--- config.mk ---
export PLATFORM = sky130hd
export DESIGN_NAME = ripple_add_sub
export DESIGN_NICKNAME = d
export VERILOG_FILES = /design/src/rtl/ripple_add_sub_pkg.sv /design/src/rtl/ripple_add_sub_full_adder.sv /design/src/rtl/ripple_add_sub.sv
export SDC_FILE = /design/constraint.sdc
export NUM_CORES = 1
export LEC_CHECK = 0
export CAP_MARGIN = 20
export CORE_AREA = 2 2 39 41
export CTS_BUF_LIST = sky130_fd_sc_hd__clkbuf_8
export DETAILED_ROUTE_END_ITERATION = 16
export DIE_AREA = 0 0 41 43
export SKIP_LAST_GASP = 1
export SYNTH_ARGS = -nofsm -noshare
export SYNTH_HDL_FRONTEND = slang
export SYNTH_SLANG_ARGS = --single-unit
--- constraint.sdc ---
create_clock -name clk -period 0.8 [get_ports clk]
set_input_delay 0.16 -clock clk [delete_from_list [all_inputs] [get_ports clk]]
set_output_delay 0.16 -clock clk [all_outputs]
set_load 0.05 [all_outputs]
--- src/rtl/ripple_add_sub_pkg.sv ---
// Shared constants for the ripple-carry adder/subtractor.
// Default width and mode encodings.
package ripple_add_sub_pkg;

    localparam int DEF_WIDTH = 4;

    localparam logic ADD = 1'b0;
    localparam logic SUB = 1'b1;

endpackage

--- src/rtl/ripple_add_sub_full_adder.sv ---
// Single-bit full adder, one link of the ripple chain.
// Purely combinational.
module full_adder (
    input  logic a_i,
    input  logic b_i,
    input  logic cin_i,
    output logic sum_o,
    output logic cout_o
);

    assign sum_o  = a_i ^ b_i ^ cin_i;
    assign cout_o = (a_i & b_i) | (a_i & cin_i) | (b_i & cin_i);

endmodule

--- src/rtl/ripple_add_sub.sv ---
// Ripple-carry adder/subtractor with a registered result stage.
// One-cycle latency, one operation per cycle.
module ripple_add_sub
    import ripple_add_sub_pkg::*;
#(
    parameter int WIDTH = DEF_WIDTH
) (
    input  logic             clk,
    input  logic             rst_n,
    input  logic             in_valid,
    input  logic [WIDTH-1:0] a,
    input  logic [WIDTH-1:0] b,
    input  logic             sub,
    output logic [WIDTH-1:0] s,
    output logic             cout,
    output logic             ovf,
    output logic             out_valid
);

    logic             is_sub;
    logic [WIDTH:0]   c;
    logic [WIDTH-1:0] b_eff;
    logic [WIDTH-1:0] s_d;
    logic             cout_d;
    logic             ovf_d;

    logic [WIDTH-1:0] s_q;
    logic             cout_q;
    logic             ovf_q;
    logic             valid_q;

    // Subtract is A + ~B + 1: invert B and inject the +1 as carry-in.
    assign is_sub = (sub == SUB);
    assign b_eff  = b ^ {WIDTH{is_sub}};
    assign c[0]   = is_sub;

    for (genvar i = 0; i < WIDTH; i++) begin : g_fa
        full_adder u_fa (
            .a_i   (a[i]),
            .b_i   (b_eff[i]),
            .cin_i (c[i]),
            .sum_o (s_d[i]),
            .cout_o(c[i+1])
        );
    end

    assign cout_d = c[WIDTH];
    assign ovf_d  = c[WIDTH] ^ c[WIDTH-1];

    // Result register: load on valid, hold otherwise; valid is a plain delay.
    always_ff @(posedge clk or negedge rst_n) begin
        if (!rst_n) begin
            s_q     <= '0;
            cout_q  <= 1'b0;
            ovf_q   <= 1'b0;
            valid_q <= 1'b0;
        end else begin
            valid_q <= in_valid;
            if (in_valid) begin
                s_q    <= s_d;
                cout_q <= cout_d;
                ovf_q  <= ovf_d;
            end
        end
    end

    assign s         = s_q;
    assign cout      = cout_q;
    assign ovf       = ovf_q;
    assign out_valid = valid_q;

endmodule

==> results of run 1 <==
==> worst min path at each step <==
| stage | end | slack, ns |
|---|---|---|
| 6_report | s[1]$_DFFE_PN0P_ | 0.19 |
| 5_1_grt | out_valid$_DFF_PN0_ | 0.22 |
| 4_1_cts | s[2]$_DFFE_PN0P_ | 0.19 |
| 3_5_place_dp | out_valid$_DFF_PN0_ | 0.43 |
| 3_3_place_gp | s[1]$_DFFE_PN0P_ | 0.43 |
| 2_1_floorplan | cout$_DFFE_PN0P_ | -0.14 |
==> report_power, final <==
| part | internal [mW] | switching, mW |
|---|---|---|
| sequential | 0.435 | 0.0815 |
| clock | 0.330 | 0.135 |
| combinational | 0.569 | 0.437 |
==> through the flow <==
| step | cells | setup TNS [ns] | hold WS, ns | total power [mW] |
|---|---|---|---|---|
| finish | 73 | -5.02 | 0.189 | 1.99 |
| global route | 73 | -5.40 | 0.222 | 2.09 |
| global placement | 63 | -7.42 | 0.426 | 1.42 |
| CTS | 71 | -5.62 | 0.191 | 2.00 |
| detailed placement | 63 | -7.59 | 0.425 | 1.44 |
| floorplan | 25 | -4.36 | -0.136 | 0.941 |
==> cells in the final DEF, fill, tap and decap left out <==
master,instances
xor2_2,1
xor2_1,2
fa_2,3
dlygate4sd2_1,1
dfrtp_1,6
a21oi_1,2
buf_12,7
buf_6,3
xnor2_1,1
clkdlybuf4s50_1,6
clkbuf_8,3
dfrtp_2,1
mux2_4,5
buf_2,3
nor2_1,2
buf_4,9
inv_1,1
xnor2_2,1
==> kinds of logic (layout without fill, tap and decap cells) <==
kind of cell,count (synthesis),after routing
adder cells (fa/ha/maj),3,3
buffers and inverters,1,33
AO/OA/AOI/OAI,2,2
multiplexers,5,5
flip-flops,7,7
XOR/XNOR,5,5
AND/OR/NAND/NOR,2,2
==> final cells by class <==
cell class | count | area [um^2] | area share
well taps | 16 | 20.0 | 0.0255
multi-input cells | 17 | 219 | 0.279
clock buffers | 3 | 41.3 | 0.0525
clock inverters | 1 | 3.75 | 0.00478
flip-flops and latches | 7 | 176 | 0.225
repair buffers | 29 | 325 | 0.414
==> worst max-delay path: stages <==
cell	delay, ns
buf_6	0.10
mux2_4	0.29
fa_2	0.34
fa_2	0.36
fa_2	0.40
mux2_4	0.26
==> metal layers <==
metal	routed length [um]	global-route usage	vias to the layer above
li1	-	-	144
met1	267	0.113	149
met2	486	0.203	12
met3	51	0.0314	2
met4	14	0.0800	0
met5	0	0	-
==> registers in the layout, summed over array words and instances, names as in the netlist <==
register / count
out_valid: 1
cout: 1
s: 4
ovf: 1
==> timing repair <==
item	in CTS	in global routing
pin swaps	4	3
resized for setup	21	3
endpoints found under the setup margin	13	13
setup buffers	4	2
==> flow_summary.yaml, run 1 <==
setup_path:
  worstSetupEndpointType: "flop"
  crit_required_ns: 0.90
  reg2reg_to: "s[1]$_DFFE_PN0P_"
  reg2regPathDepth: 2
  startpoint: "b[0]"
  arrival_ns: 1.91
  reg2reg_from: "s[1]$_DFFE_PN0P_"
  start_kind: "input pin"
  path_class: "in2reg"
  critPathMaxFanout: 2
  ff2ff_setup_slack_ns: -0.12
  crit_end: "s[3]$_DFFE_PN0P_"
die:
  core_um2: 1380
  die_area_um2: 1760
  die_h_um: 43
  rows: 14
  start_util: 0.274
  die_width_um: 41
  ios: 19
yosys:
  ys_ff_latch: 7
  yosys.cell_types.count: 9
  synth_cells: 25
  syn_avg_cell_area_um2: 15.2
  netlist_area_um2: 379
  synth_top_family_by_area: "multiplexers"
  synth_commonest_cells: "dfrtp_1, mux2_4, fa_1, xor2_1"
  synth.area.top_cells: "dfrtp_1, fa_1, mux2_4"
  yosysMostFrequentCell: "dfrtp_1"
  synth_top_area_share: 0.462
  yosys.area_share.simple: 0.0198
  ys_seq_area_frac: 0.462
  synthMuxAreaShare: 0.188
  synth-edff-count: 0
  yosysTopAreaCell: "dfrtp_1"
  async_flop_share: 1.00
  synth_xor_xnor_area_share: 0.116
  syn-num-nets: 40
  synth-adder-area-share: 0.158
  synth_compound_area_frac: 0.0264
  synth-main-ff-cell: "dfrtp_1"
  yosysWarnings: 0
cts:
  cts_tree: "built"
  numCtsBuffers: 3
  htreeDepth: 1
  clockBufferDepth: 2
  clk_pin_slew_ns: 0.04
  cts_hold_buf: 0
  clk_latency_ns: 0.22
  numClockSinks: 7
  root_buffer: "clkbuf_8"
sta:
  fin_crit_sh: 2.26
  max_freq_mhz: 552
  period_needed_ns: 1.81
  slew_headroom: 0.806
  finClkSkew_ns: 0
  grt_setup_unrepaired: "true"
  setup_slack_ns: -1.01
  drv_slew: 0
  worst_pin_slew_ns: 0.290
  hold_violations: 0
  setup_viol: 13
layout:
  area_growth_pct: 107
  antennaDiodeCount: 0
  drive_gt1_frac: 0.632
  num-fill-cells: 113
  postLayoutCoreUtil: 0.568
  final_nets: 73
  fin_area_um2: 786
grt:
  antenna_found_initial: 0
  grt_pass1_wl_mm: 1.32
  grt.total_usage: 0.119
  grt_max_degree: 10
  gr-total-overflow: 0
  grt_pass1_vias: 321
route:
  drt-initial-drc-count: 0
  wl_um: 820
  avgViaCountPerCell: 4.21
  vias: 307
  drtPass1Iterations: 1
  post-route-drc-count: 0
  postRouteAntennaNets: 0
  avgRoutedWirePerCell_um: 11.2
place:
  port_buffers: 18
  gp_congestion: 0.646
  post-place-ws_ns: -1.67
  post_dp_cell_area_um2: 688
status:
  violations: "negative setup slack"
  status: "finished, violations left"
pwr:
  p_leak_nw: 0.366
  powerDensity_nw_per_um2: 2530
  ir_drop_uv: 944
hold_path:
  hold_class: "in2async"
flow_run:
  drv_cap: 0
(Power assumes the default switching activity.)
==> run 2: changes to the inputs <==
Settings changed: DONT_BUFFER_PORTS set to 1.
==> flow_summary.yaml, run 2 (same netlist as run 1, synthesis figures left out) <==
setup_path:
  crit_chain: "mux2_4 > fa_2 > fa_2 > fa_2 > mux2_4"
  slowest_stage: "fa_2"
  reg2reg_to: "cout$_DFFE_PN0P_"
  critPathMaxFanout: 2
  reg2regPathDepth: 2
  ff2ff_setup_slack_ns: -0.10
  startpoint: "b[0]"
  worstSetupEndpointType: "flop"
  max_stage_delay_ns: 0.42
  reg2reg_from: "cout$_DFFE_PN0P_"
  arrival_ns: 1.83
  path_class: "in2reg"
  start_kind: "input pin"
  path_common_cell: "fa_2"
  crit_end: "s[3]$_DFFE_PN0P_"
  crit_required_ns: 0.90
sta:
  fin_crit_sh: 2.15
  drv_slew: 0
  hold_violations: 0
  setup_viol: 12
  period_needed_ns: 1.72
  worst_pin_slew_ns: 0.303
  grt_setup_unrepaired: "true"
  finClkSkew_ns: 0
  setup-tns-final_ns: -4.28
  slew_headroom: 0.797
  setup_slack_ns: -0.922
  whs_ns: 0.0204
  max_freq_mhz: 581
route:
  postRouteAntennaNets: 0
  avgViaCountPerCell: 4.41
  drtPass1Iterations: 4
  vias: 260
  avgRoutedWirePerCell_um: 12.7
  post-route-drc-count: 0
  drt-initial-drc-count: 8
  wl_um: 750
grt:
  use_met1: 0.102
  grt_pass1_vias: 275
  use_met2: 0.166
  gr-total-overflow: 0
  grt_use_met3: 0.0314
  grt_pass1_wl_mm: 1.14
  grt.total_usage: 0.103
  antenna_found_initial: 0
  grt_max_degree: 10
  busiest_layer: "met2"
status:
  violations: "negative setup slack"
  status: "finished, violations left"
layout:
  area_growth_pct: 65.3
  fin_area_um2: 627
  final_nets: 59
  final_common_cell: "dfrtp_1"
  antennaDiodeCount: 0
  drive_gt1_frac: 0.605
  postLayoutCoreUtil: 0.453
  most-common-layout-cells: "dfrtp_1, mux2_4, buf_4, buf_6"
  largest_reg_flops: 4
cts:
  htreeDepth: 1
  root_buffer: "clkbuf_8"
  clockBufferDepth: 2
  cts_tree: "built"
  numCtsBuffers: 3
  numClockSinks: 7
  clk_latency_ns: 0.22
  clk_pin_slew_ns: 0.04
pwr:
  powerDensity_nw_per_um2: 2850
  p_leak_nw: 0.282
  comb_power_share: 0.460
  ir_drop_uv: 859
  p_sw_mw: 0.612
  internal_power_mw: 1.18
  switching_share: 0.342
  seqPwrFrac: 0.279
  p_clk_frac: 0.261
place:
  gp_congestion: 0.590
  post_dp_cell_area_um2: 498
  dp_hpwl_um: 528
  port_buffers: 0
die:
  core_um2: 1380
  start_util: 0.274
  die_h_um: 43
  die_area_um2: 1760
  rows: 14
  ios: 19
  die_width_um: 41
flow_run:
  drv_cap: 0
hold_path:
  hold_class: "in2reg"
[run 2: changes by cell type in the layout (fill, tap and decap cells not counted), sizes merged]
cell	before	now
clkdlybuf4s50	6	0
buf	22	13
dlygate4sd2	1	0
dlygate4sd3	0	2
[run 2: final cells by class]
| class | instances | area [um^2] |
|---|---|---|
| Clock buffer | 3 | 41.3 |
| Clock inverter | 1 | 3.75 |
| Fill cell | 135 | 757 |
| Multi-Input combinational cell | 17 | 211 |
| Sequential cell | 7 | 176 |
| Tap cell | 16 | 20.0 |
| Timing Repair Buffer | 15 | 174 |
[run 2: layer usage]
metal  part of all wire  up-vias
li1                   -      116
met5                  0        -
met2               0.57       18
met3              0.087        2
met1               0.32      124
met4              0.019        0
[run 2: repair_timing]
item / CTS / global route
pin swaps: 0 / 0
endpoints found under the setup margin: 12 / 13
gates resized for setup: 4 / 3
hold buffers: 2 / 0
endpoints found under the hold margin: 8 / 0
buffers inserted: 4 / 1
[run 2: power groups by stage]
stage / combinational, mW / sequential (mW) / clock [mW]
after floorplan: 0.190 / 0.751 / 0
after global placement: 0.664 / 0.493 / 0
after detailed placement: 0.674 / 0.493 / 0
after CTS: 0.810 / 0.496 / 0.481
after global routing: 0.863 / 0.507 / 0.502
final: 0.823 / 0.498 / 0.468
[run 2: per-stage QoR]
step	total power [mW]	worst slack, ns	std cells
after detailed placement	1.17	-1.16	48
after floorplan	0.941	-1.12	25
after global placement	1.16	-1.13	48
after CTS	1.79	-0.921	58
after global routing	1.87	-0.937	59
final	1.79	-0.922	59
[run 2: worst min path at each step]
| stage | slack (ns) | endpoint | from | cells after the start |
|---|---|---|---|---|
| after floorplan | -0.14 | cout$_DFFE_PN0P_ | rst_n | 0 |
| after global placement | -0.14 | s[2]$_DFFE_PN0P_ | rst_n | 0 |
| after detailed placement | -0.14 | s[1]$_DFFE_PN0P_ | rst_n | 0 |
| after CTS | 0.02 | s[0]$_DFFE_PN0P_ | in_valid | 1 |
| after global routing | 0.02 | s[0]$_DFFE_PN0P_ | in_valid | 1 |
| final | 0.02 | s[0]$_DFFE_PN0P_ | in_valid | 1 |
[run 2: worst max-delay path: cells and delay by family]
family / cells / cell delay [ns]
adder cells (fa/ha/maj): 3 / 1.12
multiplexers: 2 / 0.54
